===== src/rtl/button_event_arbiter.sv =====
// Debounced push-button press detector with a round-robin single-event offer channel.
// Each press latches a per-channel pending flag. A valid/ready handshake hands the flags out one at a time.
module button_event_arbiter #(
  parameter int N_BTN      = 4,
  parameter int DEB_CYCLES = 16
) (
  input  logic                     clk,
  input  logic                     rst_n,
  input  logic [N_BTN-1:0]         btn_in,
  input  logic                     evt_ready,
  input  logic                     ovr_clr,
  output logic                     evt_valid,
  output logic [$clog2(N_BTN)-1:0] evt_id,
  output logic [N_BTN-1:0]         pending,
  output logic                     evt_overrun
);

  localparam int IDW = $clog2(N_BTN);
  localparam int CW  = $clog2(DEB_CYCLES);

  typedef enum logic [0:0] {IDLE = 1'b0, OFFER = 1'b1} state_t;

  logic [N_BTN-1:0] sync1_r, sync2_r, deb_r, deb_q_r;
  logic [CW-1:0]    cnt_r [N_BTN];
  logic [N_BTN-1:0] press_s, clr_s, pending_r, pending_n;
  logic [IDW-1:0]   evt_id_r, id_n, last_grant_r, last_n, grant_s, cidx_s;
  logic             evt_valid_r, valid_n, evt_overrun_r, ovr_n, found_s;
  state_t           state_r, state_n;

  // Synchronize raw inputs, then require DEB_CYCLES consecutive disagreeing cycles before a level flips
  always_ff @(posedge clk) begin
    if (!rst_n) begin
      sync1_r <= '0;
      sync2_r <= '0;
      deb_r   <= '0;
      deb_q_r <= '0;
      for (int i = 0; i < N_BTN; i++) cnt_r[i] <= '0;
    end else begin
      sync1_r <= btn_in;
      sync2_r <= sync1_r;
      deb_q_r <= deb_r;
      for (int i = 0; i < N_BTN; i++) begin
        if (sync2_r[i] == deb_r[i]) begin
          cnt_r[i] <= '0;
        end else if (cnt_r[i] == CW'(DEB_CYCLES - 1)) begin
          cnt_r[i] <= '0;
          deb_r[i] <= sync2_r[i];
        end else begin
          cnt_r[i] <= cnt_r[i] + CW'(1);
        end
      end
    end
  end

  assign press_s = deb_r & ~deb_q_r;

  // Round-robin pick, FSM next state, and next values of every registered output
  always_comb begin
    grant_s = '0;
    found_s = 1'b0;
    cidx_s  = '0;
    for (int k = 1; k <= N_BTN; k++) begin
      cidx_s  = IDW'((int'(last_grant_r) + k) % N_BTN);
      grant_s = (!found_s && pending_r[cidx_s]) ? cidx_s : grant_s;
      found_s = found_s | pending_r[cidx_s];
    end
    state_n = state_r;
    valid_n = evt_valid_r;
    id_n    = evt_id_r;
    last_n  = last_grant_r;
    clr_s   = '0;
    case (state_r)
      IDLE: begin
        if (found_s) begin
          state_n = OFFER;
          valid_n = 1'b1;
          id_n    = grant_s;
          clr_s   = N_BTN'(1) << grant_s;
        end else begin
          valid_n = 1'b0;
        end
      end
      OFFER: begin
        if (evt_ready) begin
          state_n = IDLE;
          valid_n = 1'b0;
          last_n  = evt_id_r;
        end else begin
          valid_n = 1'b1;
        end
      end
      default: begin
        state_n = IDLE;
        valid_n = 1'b0;
      end
    endcase
    // A press on a channel whose flag is still set is a lost press
    pending_n = (pending_r & ~clr_s) | press_s;
    ovr_n     = (evt_overrun_r & ~ovr_clr) | (|(press_s & pending_r));
  end

  // Arbiter state and output registers
  always_ff @(posedge clk) begin
    if (!rst_n) begin
      state_r       <= IDLE;
      evt_valid_r   <= 1'b0;
      evt_id_r      <= '0;
      last_grant_r  <= IDW'(N_BTN - 1);
      pending_r     <= '0;
      evt_overrun_r <= 1'b0;
    end else begin
      state_r       <= state_n;
      evt_valid_r   <= valid_n;
      evt_id_r      <= id_n;
      last_grant_r  <= last_n;
      pending_r     <= pending_n;
      evt_overrun_r <= ovr_n;
    end
  end

  assign evt_valid   = evt_valid_r;
  assign evt_id      = evt_id_r;
  assign pending     = pending_r;
  assign evt_overrun = evt_overrun_r;

endmodule


===== config.mk =====
export PLATFORM = sky130hd
export DESIGN_NAME = button_event_arbiter
export DESIGN_NICKNAME = d
export VERILOG_FILES = /design/src/rtl/button_event_arbiter.sv
export SDC_FILE = /design/constraint.sdc
export NUM_CORES = 1
export LEC_CHECK = 0
export CAP_MARGIN = 30
export CORE_MARGIN = 8
export CORE_UTILIZATION = 35
export DETAILED_ROUTE_END_ITERATION = 6
export MAX_ROUTING_LAYER = met4
export PLACE_DENSITY_LB_ADDON = 0.15
export SETUP_SLACK_MARGIN = 0.15
export SLEW_MARGIN = 10
export SYNTH_ARGS = -nofsm -noshare
export SYNTH_HDL_FRONTEND = slang
export SYNTH_SLANG_ARGS = --single-unit

===== constraint.sdc =====
create_clock -name clk -period 1.8 [get_ports clk]
set_clock_uncertainty 0.15 [all_clocks]
set_input_delay 0.27 -clock clk [delete_from_list [all_inputs] [get_ports clk]]
set_output_delay 0.27 -clock clk [all_outputs]
set_load 0.02 [all_outputs]

==> flow_metrics.py <==
metrics = {
    "worst_setup_path": {
        "timing.rr.end": "pending[2]",
        "reg2reg_setup_slack_ns": 0.26,
        "max_stage_delay_ns": 0.49,
        "r2r-start": "pending[3]",
        "crit_type": "reg2out",
        "end_kind": "output port",
        "critPathMaxFanout": 8,
        "critPathSlowestCell": "dfxtp_1",
        "rr_worst_depth": 4,
        "critical-path-top-delay-family": "flip-flops",
        "cp-start-kind": "flop",
        "worst-path-buf-inv": 1,
        "arrival_ns": 1.15,
        "worst_ep_required_time_ns": 1.38,
        "worstPathCellList": "dlygate4sd2_1",
    },
    "power": {
        "p_sw_frac": 0.2020,
        "power.density_mw_per_mm2": 770.0,
        "p_leak_nw": 0.9772,
        "power_switching_mw": 0.3338,
        "power.share.clock": 0.332,
        "power_frac_seq": 0.621,
        "intPower_mw": 1.319,
        "ir_drop_uv": 419.3,
        "combPwrFrac": 0.047,
    },
    "die": {
        "io_pins": 16,
        "start_util": 0.3534,
        "core_area_sq_mm": 0.005010,
        "dieArea_sq_mm": 0.007590,
        "fp.dieW_um": 87.12,
        "die_h_um": 87.12,
        "num_rows": 26,
    },
    "clock_tree": {
        "ctsHoldBuffers": 0,
        "clock_sinks": 42,
        "clockBufferDepth": 2,
        "cts_buffers": 5,
        "cts-resized-gates": 8,
        "htree_levels": 2,
        "cts.clk_slew.worst_paths_ns": 0.07,
        "post_cts_buffers": 0,
        "cts_root_buf": "clkbuf_8",
        "clock_latency_ns": 0.28,
        "cts_tree": "built",
    },
    "drt": {
        "via_per_inst": 4.544,
        "drc": 0,
        "drt_iter0_markers": 56,
        "via_count": 1236,
        "wl_per_cell_um": 11.50,
        "routed_wl_mm": 3.129,
        "first_pass_iters": 4,
        "drtAntennaViolNets": 0,
    },
    "yosys": {
        "synth_area_sq_mm": 0.001770,
        "synth-edff-count": 16,
        "synth_warnings": 0,
        "avgSynthCellArea_sq_um": 10.60,
        "synth-seq-cells": 42,
        "yosysUniqueCellTypes": 30,
        "async_flop_share": 0,
        "yosysSeqAreaShare": 0.5654,
        "syn_inst": 167,
        "synth_ff_type": "dfxtp_1",
    },
    "worst_hold_path": {
        "worstHoldStart": "sync1_r[3]",
        "min_path_type": "reg2reg",
        "whs_path_depth": 1,
        "hold_path_end": "sync2_r[3]",
    },
    "timing": {
        "period_needed_ns": 1.570,
        "setup_tns_ns": 0,
        "drv_slew": 0,
        "fmax_mhz": 636.9,
        "rsz0062_at_grt": "no",
        "finalCritPeriodShare": 0.8722,
        "setup_viol": 0,
        "hold_violations": 0,
        "fin_ws_ns": 0.2300,
    },
    "layout": {
        "post-route-util": 0.4283,
        "nets": 214,
        "mostFrequentLayoutCells": "dfxtp_1 (26), nand3_1 (16), nor2_1 (16), edfxtp_1 (16), conb_1 (16)",
        "area_delta_synth_final_pct": 21.20,
        "final_common_cell": "dfxtp_1",
        "n_antenna_cell": 0,
        "drive_above_1_share": 0.05446,
    },
    "global_route": {
        "antenna_found_initial": 0,
        "grt_max_degree": 28,
        "grt_pass1_wl_mm": 5.388,
        "grt_pass1_vias": 1274,
        "grt-ovfl-total": 0,
        "grt_util_all_layers": 0.09478,
    },
    "place": {
        "io_buffers": 15,
        "place_congestion": 0.9220,
        "dp_hpwl_mm": 2.360,
        "dp_slack_ns": 0.2639,
    },
    "outcome": {
        "status": "finished clean",
    },
    "job": {
        "maxCapViolations": 0,
    },
}
power groups by stage:
stage / registers [mW] / clock network [mW] / logic [mW]
2_1_floorplan: 1.04 / 0 / 0.0447
4_1_cts: 1.03 / 0.577 / 0.0778
5_1_grt: 1.03 / 0.617 / 0.0888
3_3_place_gp: 1.05 / 0 / 0.0761
6_report: 1.03 / 0.549 / 0.0772
3_5_place_dp: 1.05 / 0 / 0.0775
cell usage after synthesis (2+ instances only):
library cell   n  area share
a21oi_1        5       0.014
a311o_1        2       0.011
a31oi_1        2      0.0071
and2_1        12       0.042
and3_1         4       0.014
clkbuf_1       4      0.0085
dfxtp_1       26        0.29
edfxtp_1      16        0.27
ha_1           4       0.028
inv_1          5       0.011
mux2i_1        5       0.028
nand2_1        7       0.015
nand2b_1       2      0.0071
nand3_1       16       0.045
nor2_1        16       0.034
nor2b_1       10       0.035
o21a_1         2      0.0085
o21ai_0        6       0.017
xor2_1        12       0.059
final cells by class:
class,count,area [sq um]
fill,508,2864
tap,70,87.58
inverter,5,18.77
sequential,42,1001
multi-input combinational,130,787.0
timing repair buffer,18,175.2
clock buffer,7,76.32
logic make-up after synthesis:
kind of cell | synth area share
adders and majority gates | 0.02827
and+or+nand+nor | 0.2049
muxes | 0.02827
xor gates and xnor gates | 0.05936
buffers and inverters | 0.02190
other | 0.002118
AOI/OAI and AO/OA | 0.08975
DFF | 0.5654
metrics by stage:
stage / power [mW] / hold slack [ns] / cell area, sq um / instances
floorplan: 1.090 / 0.2473 / 1827 / 182
global placement: 1.124 / 0.2707 / 2079 / 265
detailed placement: 1.126 / 0.2764 / 2079 / 265
CTS: 1.682 / 0.2939 / 2146 / 272
global route: 1.736 / 0.3068 / 2146 / 272
finish: 1.652 / 0.2875 / 2146 / 272
worst max-delay path by stage:
stage	start	to	cells past startpoint
5_1_grt	pending[1]	pending[1]	1
3_3_place_gp	pending[1]	pending[1]	1
3_5_place_dp	rst_n	cnt_r[0][3]	4
4_1_cts	pending[1]	pending[1]	1
6_report	pending[3]	pending[3]	1
2_1_floorplan	pending[3]	pending[2]	4
sequential cells by signal (all words and copies together), names as in the netlist:
register / flops
state_r: 1
last_grant_r: 2
evt_id: 2
sync2_r: 4
evt_overrun: 1
pending: 4
sync1_r: 4
deb_r: 4
cnt_r: 16
deb_q_r: 4
layer usage:
layer / vias up / global-route usage / wire, um
met5: - / - / 0
met4: 0 / 0.05156 / 36
met3: 4 / 0.03679 / 188
met2: 32 / 0.1561 / 1515
met1: 572 / 0.09518 / 1388
li1: 628 / - / -
(Power assumes the default switching activity.)
